### config.mk
export PLATFORM = sky130hd
export DESIGN_NAME = mem_access_stage
export DESIGN_NICKNAME = d
export VERILOG_FILES = /design/src/rtl/mem_access_stage_pkg.sv /design/src/rtl/mem_access_stage_load_align.sv /design/src/rtl/mem_access_stage.sv
export SDC_FILE = /design/constraint.sdc
export NUM_CORES = 1
export LEC_CHECK = 0
export CAP_MARGIN = 20
export CORE_AREA = 2 2 162 148
export DETAILED_ROUTE_END_ITERATION = 12
export DIE_AREA = 0 0 164 150
export GPL_ROUTABILITY_DRIVEN = 0
export PLACE_DENSITY = 0.82
export SYNTH_ARGS = -nofsm -noshare
export SYNTH_HDL_FRONTEND = slang
export SYNTH_SLANG_ARGS = --single-unit
export TNS_END_PERCENT = 20
### constraint.sdc
create_clock -name clk -period 5 [get_ports clk]
set_input_delay 1 -clock clk [delete_from_list [all_inputs] [get_ports clk]]
set_output_delay 1 -clock clk [all_outputs]
set_load 0.005 [all_outputs]
### src/rtl/mem_access_stage_pkg.sv
// Shared encodings and helpers for the memory-access stage: size masks,
// FSM states, bus widths and the store-data lane replication.
package mem_access_stage_pkg;

  localparam int ADDR_W_DEF = 32;
  localparam int DATA_W_DEF = 32;
  localparam int SEL_W      = 4;
  localparam int REG_W      = 5;
  localparam int TIMEOUT_DEF = 255;

  localparam logic [SEL_W-1:0] MEM_SEL_BYTE = 4'b0001;
  localparam logic [SEL_W-1:0] MEM_SEL_HALF = 4'b0011;
  localparam logic [SEL_W-1:0] MEM_SEL_WORD = 4'b1111;

  typedef enum logic {
    ST_IDLE = 1'b0,
    ST_BUS  = 1'b1
  } state_e;

  // Unknown size masks are checked as strictly as a word access.
  function automatic logic misaligned(input logic [SEL_W-1:0] sel, input logic [1:0] lo);
    case (sel)
      MEM_SEL_BYTE: return 1'b0;
      MEM_SEL_HALF: return lo[0];
      default:      return lo != 2'b00;
    endcase
  endfunction

  function automatic logic [31:0] replicate(input logic [SEL_W-1:0] sel, input logic [31:0] d);
    case (sel)
      MEM_SEL_BYTE: return {4{d[7:0]}};
      MEM_SEL_HALF: return {2{d[15:0]}};
      default:      return d;
    endcase
  endfunction

endpackage

### src/rtl/mem_access_stage_load_align.sv
// Load-data alignment: shift the addressed lane down, keep 8/16/32 bits
// and sign- or zero-extend the result.
module mem_load_align
  import mem_access_stage_pkg::*;
(
  input  logic [31:0]      rdata_i,
  input  logic [1:0]       byte_off_i,
  input  logic [SEL_W-1:0] sel_i,
  input  logic             sign_ext_i,
  output logic [31:0]      data_o
);

  logic [31:0] shifted;

  assign shifted = rdata_i >> {byte_off_i, 3'b000};

  always_comb begin
    data_o = shifted;
    case (sel_i)
      MEM_SEL_BYTE: data_o = {{24{sign_ext_i & shifted[7]}}, shifted[7:0]};
      MEM_SEL_HALF: data_o = {{16{sign_ext_i & shifted[15]}}, shifted[15:0]};
      default:      data_o = shifted;
    endcase
  end

endmodule

### src/rtl/mem_access_stage.sv
// Memory-access stage: accepts one EX result, runs the load/store on a
// variable-latency RAM bus and hands a registered result to write-back.
module mem_access_stage
  import mem_access_stage_pkg::*;
#(
  parameter int ADDR_W  = ADDR_W_DEF,
  parameter int DATA_W  = DATA_W_DEF,
  parameter int TIMEOUT = TIMEOUT_DEF
) (
  input  logic              clk,
  input  logic              rst_n,
  input  logic              in_valid,
  output logic              in_ready,
  input  logic              flush,
  input  logic [ADDR_W-1:0] ex_result,
  input  logic              mem_read,
  input  logic              mem_write,
  input  logic              mem_sign_ext,
  input  logic [SEL_W-1:0]  mem_sel,
  input  logic [DATA_W-1:0] mem_wdata,
  input  logic              reg_we_in,
  input  logic [REG_W-1:0]  reg_waddr_in,
  input  logic [31:0]       pc_in,
  output logic              ram_en,
  output logic [SEL_W-1:0]  ram_we,
  output logic [ADDR_W-1:0] ram_addr,
  output logic [DATA_W-1:0] ram_wdata,
  input  logic [DATA_W-1:0] ram_rdata,
  input  logic              ram_ack,
  output logic              stall_req,
  output logic              wb_valid,
  output logic [DATA_W-1:0] wb_data,
  output logic              wb_reg_we,
  output logic [REG_W-1:0]  wb_reg_waddr,
  output logic [31:0]       wb_pc,
  output logic              adel,
  output logic              ades,
  output logic              bus_err,
  output logic [ADDR_W-1:0] bad_vaddr
);

  localparam logic [7:0] CNT_LAST = 8'(TIMEOUT - 1);

  state_e             state_q;
  logic [7:0]         cnt_q;
  logic [ADDR_W-1:0]  addr_q;
  logic               is_load_q, sign_q, reg_we_q, kill_q;
  logic [SEL_W-1:0]   sel_q;
  logic [REG_W-1:0]   waddr_q;
  logic [31:0]        pc_q;
  logic               ram_en_q, wb_valid_q, wb_reg_we_q, adel_q, ades_q, bus_err_q;
  logic [SEL_W-1:0]   ram_we_q;
  logic [ADDR_W-1:0]  ram_addr_q, bad_vaddr_q;
  logic [DATA_W-1:0]  ram_wdata_q, wb_data_q;
  logic [REG_W-1:0]   wb_reg_waddr_q;
  logic [31:0]        wb_pc_q;
  logic [31:0]        load_data;
  logic               accept, is_mem, is_store, bad_align, drop;

  assign in_ready  = (state_q == ST_IDLE);
  assign stall_req = in_valid && !in_ready;
  assign accept    = in_valid && in_ready && !flush;
  assign is_mem    = mem_read || mem_write;
  assign is_store  = mem_write && !mem_read;
  assign bad_align = misaligned(mem_sel, ex_result[1:0]);
  // A flush anywhere during the transaction, including its last cycle, kills the result.
  assign drop      = kill_q || flush;

  mem_load_align u_align (
    .rdata_i    (ram_rdata),
    .byte_off_i (addr_q[1:0]),
    .sel_i      (sel_q),
    .sign_ext_i (sign_q),
    .data_o     (load_data)
  );

  always_ff @(posedge clk or negedge rst_n) begin
    if (!rst_n) begin
      state_q <= ST_IDLE;  cnt_q <= '0;  addr_q <= '0;  sel_q <= '0;
      is_load_q <= 1'b0;  sign_q <= 1'b0;  reg_we_q <= 1'b0;  kill_q <= 1'b0;
      waddr_q <= '0;  pc_q <= '0;
      ram_en_q <= 1'b0;  ram_we_q <= '0;  ram_addr_q <= '0;  ram_wdata_q <= '0;
      wb_valid_q <= 1'b0;  wb_data_q <= '0;  wb_reg_we_q <= 1'b0;
      wb_reg_waddr_q <= '0;  wb_pc_q <= '0;
      adel_q <= 1'b0;  ades_q <= 1'b0;  bus_err_q <= 1'b0;  bad_vaddr_q <= '0;
    end else begin
      wb_valid_q <= 1'b0;
      adel_q     <= 1'b0;
      ades_q     <= 1'b0;
      bus_err_q  <= 1'b0;
      case (state_q)
        ST_IDLE: if (accept) begin
          if (!is_mem) begin
            wb_valid_q     <= 1'b1;
            wb_data_q      <= ex_result;
            wb_reg_we_q    <= reg_we_in;
            wb_reg_waddr_q <= reg_waddr_in;
            wb_pc_q        <= pc_in;
          end else if (bad_align) begin
            wb_valid_q     <= 1'b1;
            adel_q         <= mem_read;
            ades_q         <= is_store;
            bad_vaddr_q    <= ex_result;
            wb_reg_we_q    <= 1'b0;
            wb_reg_waddr_q <= reg_waddr_in;
            wb_pc_q        <= pc_in;
          end else begin
            ram_en_q    <= 1'b1;
            ram_addr_q  <= {ex_result[ADDR_W-1:2], 2'b00};
            ram_we_q    <= is_store ? SEL_W'(mem_sel << ex_result[1:0]) : '0;
            ram_wdata_q <= replicate(mem_sel, mem_wdata);
            addr_q      <= ex_result;
            sel_q       <= mem_sel;
            is_load_q   <= mem_read;
            sign_q      <= mem_sign_ext;
            reg_we_q    <= reg_we_in;
            waddr_q     <= reg_waddr_in;
            pc_q        <= pc_in;
            kill_q      <= 1'b0;
            cnt_q       <= '0;
            state_q     <= ST_BUS;
          end
        end
        ST_BUS: begin
          if (flush) kill_q <= 1'b1;
          if (ram_ack || cnt_q == CNT_LAST) begin
            ram_en_q <= 1'b0;
            ram_we_q <= '0;
            cnt_q    <= '0;
            state_q  <= ST_IDLE;
            if (!drop) begin
              wb_valid_q     <= 1'b1;
              wb_reg_waddr_q <= waddr_q;
              wb_pc_q        <= pc_q;
              if (ram_ack) begin
                wb_data_q   <= is_load_q ? load_data : addr_q;
                wb_reg_we_q <= is_load_q && reg_we_q;
              end else begin
                bus_err_q   <= 1'b1;
                bad_vaddr_q <= addr_q;
                wb_reg_we_q <= 1'b0;
              end
            end
          end else begin
            cnt_q <= cnt_q + 8'd1;
          end
        end
        default: state_q <= ST_IDLE;
      endcase
    end
  end

  assign ram_en       = ram_en_q;
  assign ram_we       = ram_we_q;
  assign ram_addr     = ram_addr_q;
  assign ram_wdata    = ram_wdata_q;
  assign wb_valid     = wb_valid_q;
  assign wb_data      = wb_data_q;
  assign wb_reg_we    = wb_reg_we_q;
  assign wb_reg_waddr = wb_reg_waddr_q;
  assign wb_pc        = wb_pc_q;
  assign adel         = adel_q;
  assign ades         = ades_q;
  assign bus_err      = bus_err_q;
  assign bad_vaddr    = bad_vaddr_q;

endmodule

Word-level counts from Yosys, hierarchy flattened
Cells that the tools add are included.
- input bits: 146
- register bits after elaboration: 259
- output and inout port bits: 177
- eq/ne operators: 16
- reduce and logical (&&, ||, !) cells: 18
- mux-type cells: 80
- bitwise operators: 4
- shifts and indexed selects: 2
- $add $sub $neg: 1
- operators by type and width (kind ; number):
    $mux 32 ; 17
    $pmux 32 s2 ; 5
    $mux 1 ; 35
    $mux 8 ; 4
    $shr 32x5->32 ; 1
    $mux 5 ; 5
    $mux 4 ; 5
    $pmux 8 s2 ; 1
    $reduce_and 4->1 ; 4
    $ne 2x2->1 const B ; 6
    $pmux 1 s2 ; 6
    $pmux 5 s2 ; 1
    $add 8x1->8 const B ; 1
    $eq 4x1->1 const B ; 2
    $eq 4x2->1 const B ; 2
    $eq 8x8->1 const B ; 1
    $ne 2x1->1 const B ; 4
    $pmux 4 s2 ; 1
    $reduce_and 6->1 ; 1
    $logic_and 1x1->1 ; 5
    $reduce_and 5->1 ; 1
    $shl 4x2->4 ; 1
    $logic_or 1x1->1 ; 3
    $ne 3x2->1 const B ; 1
    other kinds (5) ; 8

Longest topological paths before layout
Gate-level depths: netlist (run 1).
- depth in word-level cells: 8
- gate-level depth with buffers: 9
- depth with buffers taken out: 7

Modules after synthesis
A second synthesis (run 1) with hierarchy kept.
- cells, all modules: 980
- area total of the unflattened synthesis: 11820.1 um2
- by module, submodules not included (module ; cells an instance ; area an instance (um2) ; instances):
    mem_access_stage ; 882 ; 10948.0 ; 1
    mem_load_align ; 98 ; 872.1 ; 1

Least setup slack after synthesis (run 1)
No wires, ideal clock.
- kind: register to output
- start: register state_q
- end: output stall_req
- setup slack: 2520 ps
- cell stages (with the launch flop): 6
- arrival: 1480 ps
- required time: 4000 ps
- path through: dfrtp_1 buf_2 buf_1 clkbuf_1 clkbuf_1 and2_1
- longest elaborated chain between the ends: 1
- RTL lines (element ; RTL line ; text):
    from (decl) ; mem_access_stage.sv:44 ; state_e state_q;
    from (signal assigned) ; mem_access_stage.sv:79 ; state_q <= ST_IDLE; cnt_q <= '0; addr_q <= '0; sel_q <= '0;
    from (signal assigned) ; mem_access_stage.sv:121 ; state_q <= ST_BUS;
    from (signal assigned) ; mem_access_stage.sv:130 ; state_q <= ST_IDLE;
    $logic_and 1x1->1 ; mem_access_stage.sv:61 ; assign stall_req = in_valid && !in_ready;
    to (decl) ; mem_access_stage.sv:30 ; output logic stall_req,
No other way between the ends.

Final worst setup path (run 1)
- start: register state_q
- end: output in_ready
- longest elaborated chain between the ends: 1
- RTL lines (element ; RTL line ; text):
    $not 1->1 (no line) ; - ;
    to (decl) ; mem_access_stage.sv:13 ; output logic in_ready,
No other way between the ends.

==> reports/qor.yml, run 1 <==
logic_synthesis:
  synth-simple-area-share_pct: 18.36
  synth_cell_types: 64
  synth_common_cells: "335 x nand2_1, 229 x dfrtp_1, 131 x o21ai_0, 92 x mux2i_1, 91 x nor2_1"
  yosys.area_share.xor_xnor_pct: 0.2336
  synth-compound-area-share_pct: 14.25
  synth.avg_cell_area_sq_um: 9.227
  synth_fa_ha_area_share_pct: 0.2225
  synth.mux.area_fraction_pct: 9.689
  yosysTopAreaCell: "dfrtp_1"
  syn_area_sq_um: 11250
  async_reset_ff_share_pct: 100.0
  synth-seq-cells: 229
  yosys.cell_count.top_type: "nand2_1"
  yosys_warnings: 0
  synth_edf_count: 0
  synth_top_area_share_pct: 50.95
  synth_top_family_by_area: "simple AND/OR/NAND/NOR gates"
  synthCells: 1219
  yosys-top-cells-area: "dfrtp_1 51%, nand2_1 11%, mux2i_1 8.2%"
  yosys_most_used_dff: "dfrtp_1"
  synth_seq_area_share_pct: 50.95
cts:
  cts_tree: "built"
  cts_buffers: 26
  postCtsSetupBuffers: 0
  cts_resized: 0
  clk_latency_ns: 0.53
  htreeDepth: 1
  clock_path_buffers: 3
  clk_pin_slew_ns: 0.06
  postCtsHoldBufs: 0
  cts_root_buf: "clkbuf_16"
  clock-sinks: 229
grt:
  grtUsageTotal_pct: 27.00
  antenna_found_initial: 0
  grt_max_degree: 121
  grt_pass1_wl_um: 52270
  grt_pass1_vias: 9669
  overflow: 0
pwr:
  leakagePower_nw: 6.640
  cellPowerDensity_nw_per_um2: 420.5
  peakVddDrop_uv: 260.6
  power_w: 0.006425
placed_design:
  placed_cells: 1748
  portBuffers: 320
  dp_hpwl_um: 23400
detailed_routing:
  avgRoutedWirePerCell_um: 18.90
  route.vias.total: 9833
  antenna_left: 0
  dr.pass1.iters: 5
  vias_per_cell: 5.484
  drc: 0
  drtIter0Drc: 861
  drt_wl_total_um: 33890
min_path:
  hp-class: "in -> async"
die:
  coreArea_sq_um: 23010
  initial_utilization_pct: 48.88
  dieArea_sq_um: 24600
  die_y_um: 150
  boundaryPins: 323
  num_rows: 53
  fp.dieW_um: 164
timing:
  clock_skew_ns: 0.01614
  finalCriticalPeriod_ns: 3.676
  tightest_slew_ns: 1.089
  setup_violations: 0
  fmax_mhz: 272.0
  setup_tns_ns: 0
  rsz0062_at_grt: "false"
  slew_headroom_pct: 27.20
  finalHoldViolCount: 0
  final_max_slew_viol_count: 0
  min_period_over_period_pct: 73.52
cells_and_area:
  nFillCells: 1825
  final_util_pct: 66.40
  area_growth_pct: 35.84
  stdcell_count: 1793
  diodes: 0
  drive_gt1_share_pct: 7.311
  nNetsFinal: 1622
flow_run:
  max_cap_viol_count: 0
critical_path:
  critPathArrivalTime_ns: 2.68
  cp-start-kind: "register"
  crit_start: "state_q$_DFF_PN0_"
  cp-end-kind: "output pin"
  required_ns: 4.00
  cp_max_fo: 63
  reg2reg_from: "state_q$_DFF_PN0_"
  crit_type: "reg -> out"
run_status:
  status: "complete, no violations"
-- sequential cells by signal, indices dropped and copies added (netlist names), 4 cells and up --
name and count:
wb_data 32, ram_we 4, cnt_q 8, waddr_q 5, sel_q 4, ram_wdata 32, wb_reg_waddr 5, bad_vaddr 32
pc_q 32, addr_q 31, wb_pc 32
-- final timing paths --
check,endpoint,slack (ns),depth (start not counted)
min in group clk,pc_q[20]$_DFFE_PN0P_,0.48,2
setup reg to reg,addr_q[2]$_DFFE_PN0P_,2.00,5
hold reg to reg,pc_q[20]$_DFFE_PN0P_,0.48,2
hold / removal,bad_vaddr[10]$_DFFE_PN0P_,0.46,1
max in group asynchronous,wb_data[2]$_DFFE_PN0P_,3.34,2
setup / recovery,in_ready,1.32,2
-- area by class of cell --
cell class	instances	area [sq um]	share of cell area [%]
Timing Repair Buffer	337	3361	21.99
Clock inverter	11	168.9	1.105
Clock buffer	34	740.7	4.848
Tap cell	302	377.9	2.473
Sequential cell	229	5734	37.53
Inverter	12	45.04	0.2948
Multi-Input combinational cell	868	4852	31.76
-- cells by family after synthesis --
group                    count (synthesis)
AO/OA/AOI/OAI                          262
XOR/XNOR                                 3
adder cells (fa/ha/maj)                  2
buffers and inverters                  123
flip-flops                             229
multiplexers                           101
other                                    1
AND/OR/NAND/NOR                        498
-- cell usage in the layout (no fill, tap or decap), types with 3 or more instances in the layout --
master           count
and2_1               3
mux2i_1             92
clkinv_2             5
clkdlybuf4s50_1    319
a21oi_2             23
nand3_1              3
mux4_2               6
a221o_1              9
clkbuf_8             6
a21oi_1             46
nand2_1            335
nor2b_1             25
a211oi_1             3
dfrtp_1            228
o21ai_0            130
buf_4               15
o22ai_1              8
nor2_1              90
xnor2_1              3
o21ai_1             10
a31oi_1              5
bufinv_16            4
inv_1               10
a2111oi_0            6
clkbuf_16           26
nand4_1              3
o31ai_1              3
nor3_1              17
-- metrics by stage --
stage / instance area, sq um / setup slack [ns] / hold slack (ns)
after CTS: 15280 / 1.276 / 0.4774
after global routing: 15280 / 1.201 / 0.4950
after detailed placement: 14370 / 1.341 / 0.4625
after floorplan: 11250 / 2.520 / 0.4454
after global placement: 14370 / 1.423 / 0.4578
final: 15280 / 1.324 / 0.4632
-- critical path, cell delays in order, from the launching register on --
cell and delay [ns]:
dfrtp_4 0.95, clkinv_1 0.57, clkdlybuf4s50_1 0.60
-- power by group --
group,internal [W],switching [W]
Clock,0.00124,0.000778
Combinational,0.00101,0.000780
Sequential,0.00228,0.000327
Total,0.00454,0.00189
-- routing by layer --
layer  part of all wire (%)  up-vias  wire length [um]  track usage, %
met3                    8.6       74              2919           6.957
met5                      0        -                 0               0
li1                       -     4598                 -               -
met2                     47      415             15960           43.76
met4                    3.8        0              1271           10.13
met1                     41     4746             13740           34.97
(Power assumes the default switching activity.)
==> run 2, diff against run 1 <==
--- a/config.mk
+++ b/config.mk
@@ -6,11 +6,11 @@
 export NUM_CORES = 1
 export LEC_CHECK = 0
 export CAP_MARGIN = 20
-export CORE_AREA = 2 2 162 148
+export CORE_AREA = 2 2 172 157
 export DETAILED_ROUTE_END_ITERATION = 12
-export DIE_AREA = 0 0 164 150
+export DIE_AREA = 0 0 174 159
 export GPL_ROUTABILITY_DRIVEN = 0
-export PLACE_DENSITY = 0.82
+export PLACE_DENSITY = 0.77
 export SYNTH_ARGS = -nofsm -noshare
 export SYNTH_HDL_FRONTEND = slang
 export SYNTH_SLANG_ARGS = --single-unit
==> constraint.sdc (replaced) <==
create_clock -name clk -period 3.1 [get_ports clk]
set_input_delay 0.62 -clock clk [delete_from_list [all_inputs] [get_ports clk]]
set_output_delay 0.62 -clock clk [all_outputs]
set_load 0.005 [all_outputs]
==> run 2 against run 1 <==
Effect of this change: worst setup slack worse by 0.86 ns; critical path depth is 1 higher; largest power group unchanged; sequential share of layout area is 0.73 points lower; routed wire length is 2.5% higher; clock skew is 0.0024 ns higher.
==> reports/qor.yml, run 2 (synthesized netlist as in run 1, its figures left out) <==
critical_path:
  path_cells: "buf_4 -> and2_1 -> clkdlybuf4s50_1"  # was clkinv_1 -> clkdlybuf4s50_1
  cp-start-kind: "register"  # unchanged
  cp-end-kind: "output pin"  # unchanged
  required_ns: 2.48  # was 4.00 ns
  reg2reg_from: "state_q$_DFF_PN0_"  # unchanged
  cp.depth: 3  # was 2
  rrSetupSlack_ns: 0.79  # was 2.00 ns
  rr_endpoint: "bad_vaddr[16]$_DFFE_PN0P_"  # was addr_q[2]$_DFFE_PN0P_
  crit_path_max_incr_delay_ns: 0.49  # was 0.95 ns
  critPathArrivalTime_ns: 2.01  # was 2.68 ns
  slowest_stage: "clkdlybuf4s50_1"  # was dfrtp_4
  crit_type: "reg -> out"  # unchanged
  critPathBufInv: 2  # unchanged
  path_delay_family: "buffers and inverters"  # unchanged
  cp_max_fo: 21  # was 63
  reg2regPathDepth: 7  # was 5
pwr:
  peakVddDrop_uv: 470.2  # was 260.6 uV
  leakagePower_nw: 6.761  # was 6.640 nW
  cellPowerDensity_nw_per_um2: 688.3  # was 420.5 nW/um^2
cts:
  cts_resized: 0  # unchanged
  clock-sinks: 229  # unchanged
  postCtsSetupBuffers: 0  # unchanged
  htreeDepth: 1  # unchanged
  cts_root_buf: "clkbuf_16"  # unchanged
  clock_path_buffers: 3  # unchanged
  clk_pin_slew_ns: 0.06  # about the same
  cts_buffers: 26  # unchanged
  postCtsHoldBufs: 0  # unchanged
  clk_latency_ns: 0.54  # was 0.53 ns
  cts_tree: "built"  # unchanged
detailed_routing:
  dr.pass1.iters: 7  # was 5
  avgRoutedWirePerCell_um: 18.69  # was 18.90 um
  vias_per_cell: 5.270  # was 5.484
  drt_wl_total_um: 34730  # was 33,890 um
  drc: 0  # unchanged
  drtIter0Drc: 754  # was 861
  route.vias.total: 9792  # was 9,833
  antenna_left: 0  # unchanged
die:
  boundaryPins: 323  # unchanged
  die_y_um: 159  # was 150 um
  dieArea_sq_um: 27670  # was 24,600 sq um
  coreArea_sq_um: 25780  # was 23,010 sq um
  initial_utilization_pct: 43.62  # was 48.88%
  fp.dieW_um: 174  # was 164 um
  num_rows: 56  # was 53
min_path:
  hp-class: "in -> async"  # unchanged
timing:
  clock_skew_ns: 0.01853  # was 0.01614 ns
  tightest_slew_ns: 0.7086  # was 1.089 ns
  setup_tns_ns: 0  # unchanged
  final_max_slew_viol_count: 0  # unchanged
  fmax_mhz: 379.6
  final.setup.worst_slack_ns: 0.4653  # was 1.324 ns
  rsz0062_at_grt: "false"  # unchanged
  setup_violations: 0  # unchanged
  finalHoldViolCount: 0  # unchanged
  slew_headroom_pct: 52.76  # was 27.20%
  finalCriticalPeriod_ns: 2.635
  min_period_over_period_pct: 84.99
cells_and_area:
  nFillCells: 2202  # was 1,825
  design_area_sq_um: 15590  # was 15,280 sq um
  final_common_cell: "nand2_1"  # unchanged
  most-common-layout-cells: "335 x nand2_1, 319 x clkdlybuf4s50_1, 227 x dfrtp_1, 130 x o21ai_0, 92 x mux2i_1"  # was 335 x nand2_1, 319 x clkdlybuf4s50_1, 228 x dfrtp_1, 130 x o21ai_0, 92 x mux2i_1
  nNetsFinal: 1639  # was 1,622
  drive_gt1_share_pct: 8.609  # was 7.311%
  diodes: 0  # unchanged
  stdcell_count: 1858  # was 1,793
  area_growth_pct: 38.57  # was 35.84%
grt:
  grt_pass1_wl_um: 54950  # was 52,270 um
  grtUsageTotal_pct: 24.81  # was 27.00%
  antenna_found_initial: 0  # unchanged
  grt_max_degree: 77  # was 121
  grt_pass1_vias: 9836  # was 9,669
  overflow: 0  # unchanged
placed_design:
  portBuffers: 320  # unchanged
  placed_cells: 1811  # was 1,748
  place_area_sq_um: 14580  # was 14,370 sq um
  dp_slack_ns: 0.2700  # was 1.341 ns
  dp_hpwl_um: 24820  # was 23,400 um
flow_run:
  max_cap_viol_count: 0  # unchanged
run_status:
  status: "complete, no violations"  # unchanged
==> run 2: cell count changes in the layout (fill, tap and decap cells not counted) <==
cell,delta
dfrtp_2,+1
buf_4,+15
dfrtp_1,-1
clkinv_2,-2
clkbuf_1,-1
bufinv_16,+4
clkinvlp_4,+4
clkbuf_8,-3
buf_12,+2
==> run 2: area by class of cell <==
class                           count  area [sq um]  share of cell area (%)
Sequential cell                   229          5736                   36.80
Multi-Input combinational cell    868          4852                   31.13
Timing Repair Buffer              354          3513                   22.54
Clock buffer                       30         695.7                   4.463
Tap cell                          348         435.4                   2.794
Clock inverter                     17         309.0                   1.983
Inverter                           12         45.04                  0.2890
==> run 2: worst reg2reg max path, cell delays in order, from the launching register on <==
cell and delay, ns:
dfrtp_4 0.46, buf_4 0.41, nor2b_1 0.24, nor4bb_1 0.39, a21o_2 0.19, buf_4 0.31
nor2_1 0.13, a21oi_2 0.12
==> run 2: metrics by stage <==
stage	hold slack, ns	utilization, %	power (W)
after floorplan	0.3244	-	0.005448
after global placement	0.4560	56.55	0.007097
after detailed placement	0.4629	56.55	0.007194
after CTS	0.07977	60.45	0.01080
after global routing	0.09204	60.45	0.01128
final	0.05846	60.45	0.01073
==> run 2: how the worst max path moves through the flow <==
stage	from	to	slack, ns
global placement	mem_read	ram_wdata[8]$_DFFE_PN0P_	0.36
CTS	state_q$_DFF_PN0_	stall_req	0.45
detailed placement	mem_read	ram_wdata[26]$_DFFE_PN0P_	0.27
floorplan	state_q$_DFF_PN0_	stall_req	1.00
global route	state_q$_DFF_PN0_	stall_req	0.40
finish	state_q$_DFF_PN0_	stall_req	0.47
==> run 2: where the power goes <==
part | switching (W) | internal (W) | leakage, nW
clock network | 0.00131 | 0.00228 | 0.476
logic | 0.00130 | 0.00166 | 3.45
registers | 0.000498 | 0.00368 | 2.84
==> run 2: per-layer routing <==
layer  wire length, um  GRT usage (%)
met5                 0              0
met3              3240          6.805
met2             16150          40.75
met4               882          6.646
met1             14460          32.50
